--- src/rtl/mips32_pkg.sv ---
// Shared MIPS32 definitions: opcode constants, instruction width and the fetch queue entry.
package mips32_pkg;

  localparam int unsigned INSTR_W = 32;

  localparam logic [5:0] OPC_ADD   = 6'b000000;
  localparam logic [5:0] OPC_SUB   = 6'b000001;
  localparam logic [5:0] OPC_AND   = 6'b000010;
  localparam logic [5:0] OPC_OR    = 6'b000011;
  localparam logic [5:0] OPC_SLT   = 6'b000100;
  localparam logic [5:0] OPC_MUL   = 6'b000101;
  localparam logic [5:0] OPC_LW    = 6'b001000;
  localparam logic [5:0] OPC_SW    = 6'b001001;
  localparam logic [5:0] OPC_ADDI  = 6'b001010;
  localparam logic [5:0] OPC_SUBI  = 6'b001011;
  localparam logic [5:0] OPC_SLTI  = 6'b001100;
  localparam logic [5:0] OPC_BNEQZ = 6'b001101;
  localparam logic [5:0] OPC_BEQZ  = 6'b001110;
  localparam logic [5:0] OPC_HLT   = 6'b111111;

  typedef struct packed {
    logic [INSTR_W-1:0] ir;
    logic [31:0]        npc;
  } fetch_entry_t;

endpackage

--- src/rtl/mips32_fetch_fifo.sv ---
// Synchronous FIFO of fetch entries with first-word fall-through head and single-cycle flush.
module mips32_fetch_fifo
  import mips32_pkg::*;
#(
  parameter int unsigned DEPTH = 4
) (
  input  logic                     clk1,
  input  logic                     rst_n,
  input  logic                     flush,
  input  logic                     push,
  input  fetch_entry_t             push_data,
  input  logic                     pop,
  output fetch_entry_t             head,
  output logic                     empty,
  output logic [$clog2(DEPTH):0]   count
);

  localparam int unsigned PW = $clog2(DEPTH);
  localparam int unsigned CW = PW + 1;

  fetch_entry_t       mem_q [DEPTH];
  logic [PW-1:0]      wr_q;
  logic [PW-1:0]      rd_q;
  logic [CW-1:0]      cnt_q;

  // Storage is cleared on reset so the head reads as zero while empty.
  always_ff @(posedge clk1 or negedge rst_n) begin
    if (!rst_n) begin
      wr_q  <= '0;
      rd_q  <= '0;
      cnt_q <= '0;
      for (int i = 0; i < int'(DEPTH); i++) begin
        mem_q[i] <= '0;
      end
    end else if (flush) begin
      wr_q  <= '0;
      rd_q  <= '0;
      cnt_q <= '0;
    end else begin
      if (push) begin
        mem_q[wr_q] <= push_data;
        wr_q        <= wr_q + PW'(1);
      end
      if (pop) begin
        rd_q <= rd_q + PW'(1);
      end
      cnt_q <= cnt_q + CW'(push) - CW'(pop);
    end
  end

  assign head  = mem_q[rd_q];
  assign empty = (cnt_q == '0);
  assign count = cnt_q;

endmodule

--- src/rtl/mips32_fetch_queue.sv ---
// MIPS32 IF stage: credit-limited imem reads, in-order return queue, redirect flush/squash.
// Optional MIPS32_FETCH_HLT_STOP_EN: stop issuing after an HLT word is enqueued.
module mips32_fetch_queue
  import mips32_pkg::*;
#(
  parameter int unsigned DEPTH    = 4,
  parameter int unsigned AW       = 10,
  parameter logic [31:0] RESET_PC = 32'h0
) (
  input  logic               clk1,
  input  logic               rst_n,
  output logic               imem_req_valid,
  input  logic               imem_req_ready,
  output logic [AW-1:0]      imem_req_addr,
  input  logic               imem_rsp_valid,
  input  logic [INSTR_W-1:0] imem_rsp_data,
  output logic               if_valid,
  input  logic               if_ready,
  output logic [INSTR_W-1:0] if_ir,
  output logic [31:0]        if_npc,
  input  logic               redirect_valid,
  input  logic [31:0]        redirect_pc,
  input  logic               halt_i
);

  localparam int unsigned CW = $clog2(DEPTH) + 1;
  localparam logic [CW:0] DEPTH_C = (CW + 1)'(DEPTH);

  logic [31:0]   pc_q;
  logic [31:0]   rsp_pc_q;
  logic [CW-1:0] inflight_q;
  logic [CW-1:0] discard_q;
  logic          stopped_q;

  logic [CW-1:0] count;
  logic          empty;
  fetch_entry_t  head;
  fetch_entry_t  push_data;
  logic          req_fire;
  logic          rsp_acc;
  logic          push;
  logic          pop;
  logic          hlt_hit;
  logic [CW:0]   credit;

  // Queued entries plus outstanding reads may never exceed DEPTH, so push never overflows.
  assign credit         = {1'b0, count} + {1'b0, inflight_q};
  assign imem_req_valid = !halt_i && !stopped_q && !redirect_valid && (credit < DEPTH_C);
  assign imem_req_addr  = pc_q[AW-1:0];
  assign req_fire       = imem_req_valid && imem_req_ready;

  assign rsp_acc   = imem_rsp_valid && (inflight_q != '0);
  assign push      = rsp_acc && (discard_q == '0) && !redirect_valid;
  assign push_data = '{ir: imem_rsp_data, npc: rsp_pc_q + 32'd1};

  assign if_valid = !empty && !redirect_valid;
  assign pop      = if_valid && if_ready;
  assign if_ir    = head.ir;
  assign if_npc   = head.npc;

`ifdef MIPS32_FETCH_HLT_STOP_EN
  assign hlt_hit = push && (imem_rsp_data[31:26] == OPC_HLT);
`else
  assign hlt_hit = 1'b0;
`endif

  always_ff @(posedge clk1 or negedge rst_n) begin
    if (!rst_n) begin
      pc_q       <= RESET_PC;
      rsp_pc_q   <= RESET_PC;
      inflight_q <= '0;
      discard_q  <= '0;
      stopped_q  <= 1'b0;
    end else if (redirect_valid) begin
      // Every read still outstanding after this edge predates the redirect and must be dropped.
      pc_q       <= redirect_pc;
      rsp_pc_q   <= redirect_pc;
      inflight_q <= inflight_q - CW'(rsp_acc);
      discard_q  <= inflight_q - CW'(rsp_acc);
      stopped_q  <= 1'b0;
    end else begin
      if (req_fire) begin
        pc_q <= pc_q + 32'd1;
      end
      if (rsp_acc && (discard_q == '0)) begin
        rsp_pc_q <= rsp_pc_q + 32'd1;
      end
      if (rsp_acc && (discard_q != '0)) begin
        discard_q <= discard_q - CW'(1);
      end
      inflight_q <= inflight_q + CW'(req_fire) - CW'(rsp_acc);
      if (hlt_hit) begin
        stopped_q <= 1'b1;
      end
    end
  end

  mips32_fetch_fifo #(
    .DEPTH (DEPTH)
  ) u_fifo (
    .clk1      (clk1),
    .rst_n     (rst_n),
    .flush     (redirect_valid),
    .push      (push),
    .push_data (push_data),
    .pop       (pop),
    .head      (head),
    .empty     (empty),
    .count     (count)
  );

endmodule

--- config.mk ---
export PLATFORM = sky130hd
export DESIGN_NAME = mips32_fetch_queue
export DESIGN_NICKNAME = d
export VERILOG_FILES = /design/src/rtl/mips32_pkg.sv /design/src/rtl/mips32_fetch_fifo.sv /design/src/rtl/mips32_fetch_queue.sv
export SDC_FILE = /design/constraint.sdc
export NUM_CORES = 1
export LEC_CHECK = 0
export CORE_MARGIN = 4
export CORE_UTILIZATION = 45
export DETAILED_ROUTE_END_ITERATION = 10
export DONT_BUFFER_PORTS = 1
export SLEW_MARGIN = 20
export SYNTH_ARGS = -nofsm -noshare
export SYNTH_HDL_FRONTEND = slang
export SYNTH_SLANG_ARGS = --single-unit
--- constraint.sdc ---
create_clock -name clk1 -period 8.14 [get_ports clk1]
set_input_delay 2.035 -clock clk1 [delete_from_list [all_inputs] [get_ports clk1]]
set_output_delay 2.035 -clock clk1 [all_outputs]
set_load 0.05 [all_outputs]
==> summary.md <==
| Metric | Value |
|---|---|
| Drt pass-1 iters | `5` |
| Worst vdd ir | `0.170 mV` |
| CP top delay family | `simple AND/OR/NAND/NOR gates` |
| Synth top area cells | `dfrtp_1, mux2_2, mux4_2` |
| Ports | `147` |
| Number of H-tree levels | `2` |
| YS warnings | `0` |
| Endpoints failing setup | `0` |
| Nets@finish | `1,225` |
| Count of cell types in the netlist | `40` |
| Commonest non-fill, non-tap cell in the layout | `dfrtp_1` |
| Critical Path Start Type | `input port` |
| Leak | `7.00 nW` |
| EDFF count, synth | `0` |
| Rows | `65` |
| Total gr overflow | `0` |
| Syn-to-layout area delta | `9.98%` |
| Outcome | `finished, final reports clean` |
| Worst Path Max Fanout | `62` |
| Final routed DRC violation total | `0` |
| Switching Fraction | `0.375` |
| Final wirelength | `31.8 mm` |
| Commonest cells after routing, fill and taps aside | `dfrtp_1, nand2_1, o21ai_0, mux2_2, mux4_2` |
| Min-delay worst type | `register to register` |
| Worst rel slew slack | `0.273` |
| Worst-Skew Late Latency | `0.51 ns` |
| Hold wc startpoint | `u_fifo.mem_q[85]$_DFFE_PN0P_` |
| Synth area leader | `dfrtp_1` |
| Final period util | `0.661` |
| Cts repair resizes | `0` |
| Design area | `~0.016 mm²` |
| TritonCTS clock tree | `yes` |
| Gate Count Post-Synth | `between 1,000 and 1,500` |
| Dpl cell area | `0.0147 mm²` |
| Placed wire-length estimate | `19.5 mm` |
| Post-synth ARST share | `1.00` |
| Worst slew pin tran | `1.09 ns` |
| Clk buf depth | `3` |
| Setup tns final | `0 ns` |
| Flops & latches, synth | `311` |
| Post-CTS setup buffer count | `0` |
| Clock-pin slew of the registers on the worst-case setup and hold paths | `~0.050 ns` |
| P_int | `3.44 mW` |
| Initial antenna violation count | `2` |
| Crit path from | `redirect_valid` |
| I/O Buffers | `0` |
| Antenna Nets Post-Route | `0` |
| CTS Buf Count | `36` |
| Vias in the first global route | `9,080` |
| PwrDens | `347 mW/mm²` |
| Crit-path max cell delay | `0.73 ns` |
| Sink Count | `311` |
| MaxCap Viol Count | `0` |
| Crit-path cells | `or4_4, nor3_2` |
| Sequential share of the synthesized area | `0.539` |
| Sw Pwr | `2.07 mW` |
| Dominant synthesized flop cell | `dfrtp_1` |
| WHS | `approximately 0.47 ns` |
| Worst EP arrival | `roughly 3.4 ns` |
| Via count | `8,711` |
| Die X | `~190 µm` |
| Post-Synthesis Cell Area | `around 0.014 mm²` |
| Final hold violation count | `0` |
| Skew final | `0.0172 ns` |
| Layout cells sized above 1 | `0.253` |
| DR WL/cell | `20.3 µm` |
| First-pass GRT wire length | `51.7 mm` |
| Iteration-0 DRC count of the detailed router | `608` |
| Crit Path Category | `input port to output pin` |
| Mapped Nets | `1,258` |
| Vias per Instance | `5.57` |
| Mean Syn Cell Area | `12.4 µm²` |
| Clk pwr share | `0.289` |
| Area of the core | `0.0316 mm²` |
| Peak Freq | `~190 MHz` |
| Req. time, crit path | `about 6 ns` |
| Post-CTS Hold Buffers | `0` |
| Die area | `0.0350 mm²` |
| GRT Total Usage | `0.184` |
| Min Tclk post-route | `5.38 ns` |
| Fin. max-slew vios | `0` |
| Power share of the combinational group | `0.320` |
| Largest net degree at the start of global routing | `around 310` |
| R2r startpoint | `inflight_q[2]$_DFF_PN0_` |
| RSZ-0062 raised after global routing | `false` |
| Yosys top cell area share | `0.539` |
| Die height | `187 µm` |
| Number of antenna diodes | `0` |
| Initial Util | `0.457` |
| Buf/Inv on CP | `0` |
| RD Place Congestion | `0.808` |
| Max stage delay cell, worst path | `nor3_2` |
| Setup crit end kind | `output pin` |
| Root buffer cell | `clkbuf_16` |
| Reg power frac | `0.391` |
## cell usage after synthesis, drive strengths merged (3+ instances only)
master	n
mux2	149
mux4	64
nand3	33
clkbuf	36
xnor2	32
nand4	21
and3	7
nand2	179
xor2	46
nor3	7
nor4	12
o21ai	152
a21oi	4
inv	17
ha	16
and2	3
nor2	19
buf	42
dfrtp	311
## metrics by stage
step,cells,utilization,worst slack (ns),total power [mW]
finish,1565,0.502,2.76,5.51
global route,1565,0.502,2.72,5.80
global placement,1500,0.465,2.77,3.93
detailed placement,1500,0.465,2.76,3.98
CTS,1565,0.502,2.76,5.59
floorplan,1169,-,2.22,3.70
## cell type report
class / count / area (µm²)
inverter: 18 / 67.6
fill: 2822 / 15700
sequential: 311 / 7790
timing repair buffer: 7 / 52.6
multi-input combinational: 762 / 6290
clock inverter: 9 / 83.8
clock buffer: 56 / 1110
tap: 402 / 503
## layer usage
layer	part of all wire	wire (µm)	global-route usage	vias up
li1	-	-	-	4073
met1	0.47	14900	0.269	4406
met2	0.46	14500	0.282	185
met3	0.060	1900	0.0455	43
met4	0.014	458	0.0367	4
met5	0.00085	27	0	-
## state kept, by name, summed over array words and instances, names as in the netlist
| name | count |
|---|---|
| u_fifo.mem_q | 256 |
| rsp_pc_q | 32 |
| pc_q | 10 |
| discard_q | 3 |
| inflight_q | 3 |
| u_fifo.count | 3 |
| u_fifo.rd_q | 2 |
| u_fifo.wr_q | 2 |
## power groups by stage
stage / Sequential [mW] / Clock, mW / Combinational, mW
floorplan: 2.07 / 0 / 1.63
global placement: 2.17 / 0 / 1.77
detailed placement: 2.18 / 0 / 1.79
CTS: 2.16 / 1.64 / 1.79
global route: 2.21 / 1.71 / 1.89
finish: 2.15 / 1.59 / 1.76
## path summary, 6_finish.rpt
kind / endpoint / slack, ns / cells past startpoint
min: u_fifo.mem_q[85]$_DFFE_PN0P_ / 0.47 / 2
max in group asynchronous: u_fifo.rd_q[0]$_DFFE_PN0P_ / 6.29 / 0
min reg2reg: u_fifo.mem_q[85]$_DFFE_PN0P_ / 0.47 / 2
max reg2reg: inflight_q[2]$_DFF_PN0_ / 4.38 / 11
max: imem_req_valid / 2.76 / 2
min in group asynchronous: u_fifo.mem_q[88]$_DFFE_PN0P_ / 1.25 / 0
## logic make-up after synthesis
family / synth area share
and+or+nand+nor: 0.0962
adders and majority gates: 0.0166
buffers and inverters: 0.0287
xor gates and xnor gates: 0.0473
muxes: 0.217
AOI/OAI and AO/OA: 0.0559
DFF: 0.539
Note: power is estimated with default switching activity, not from simulation.
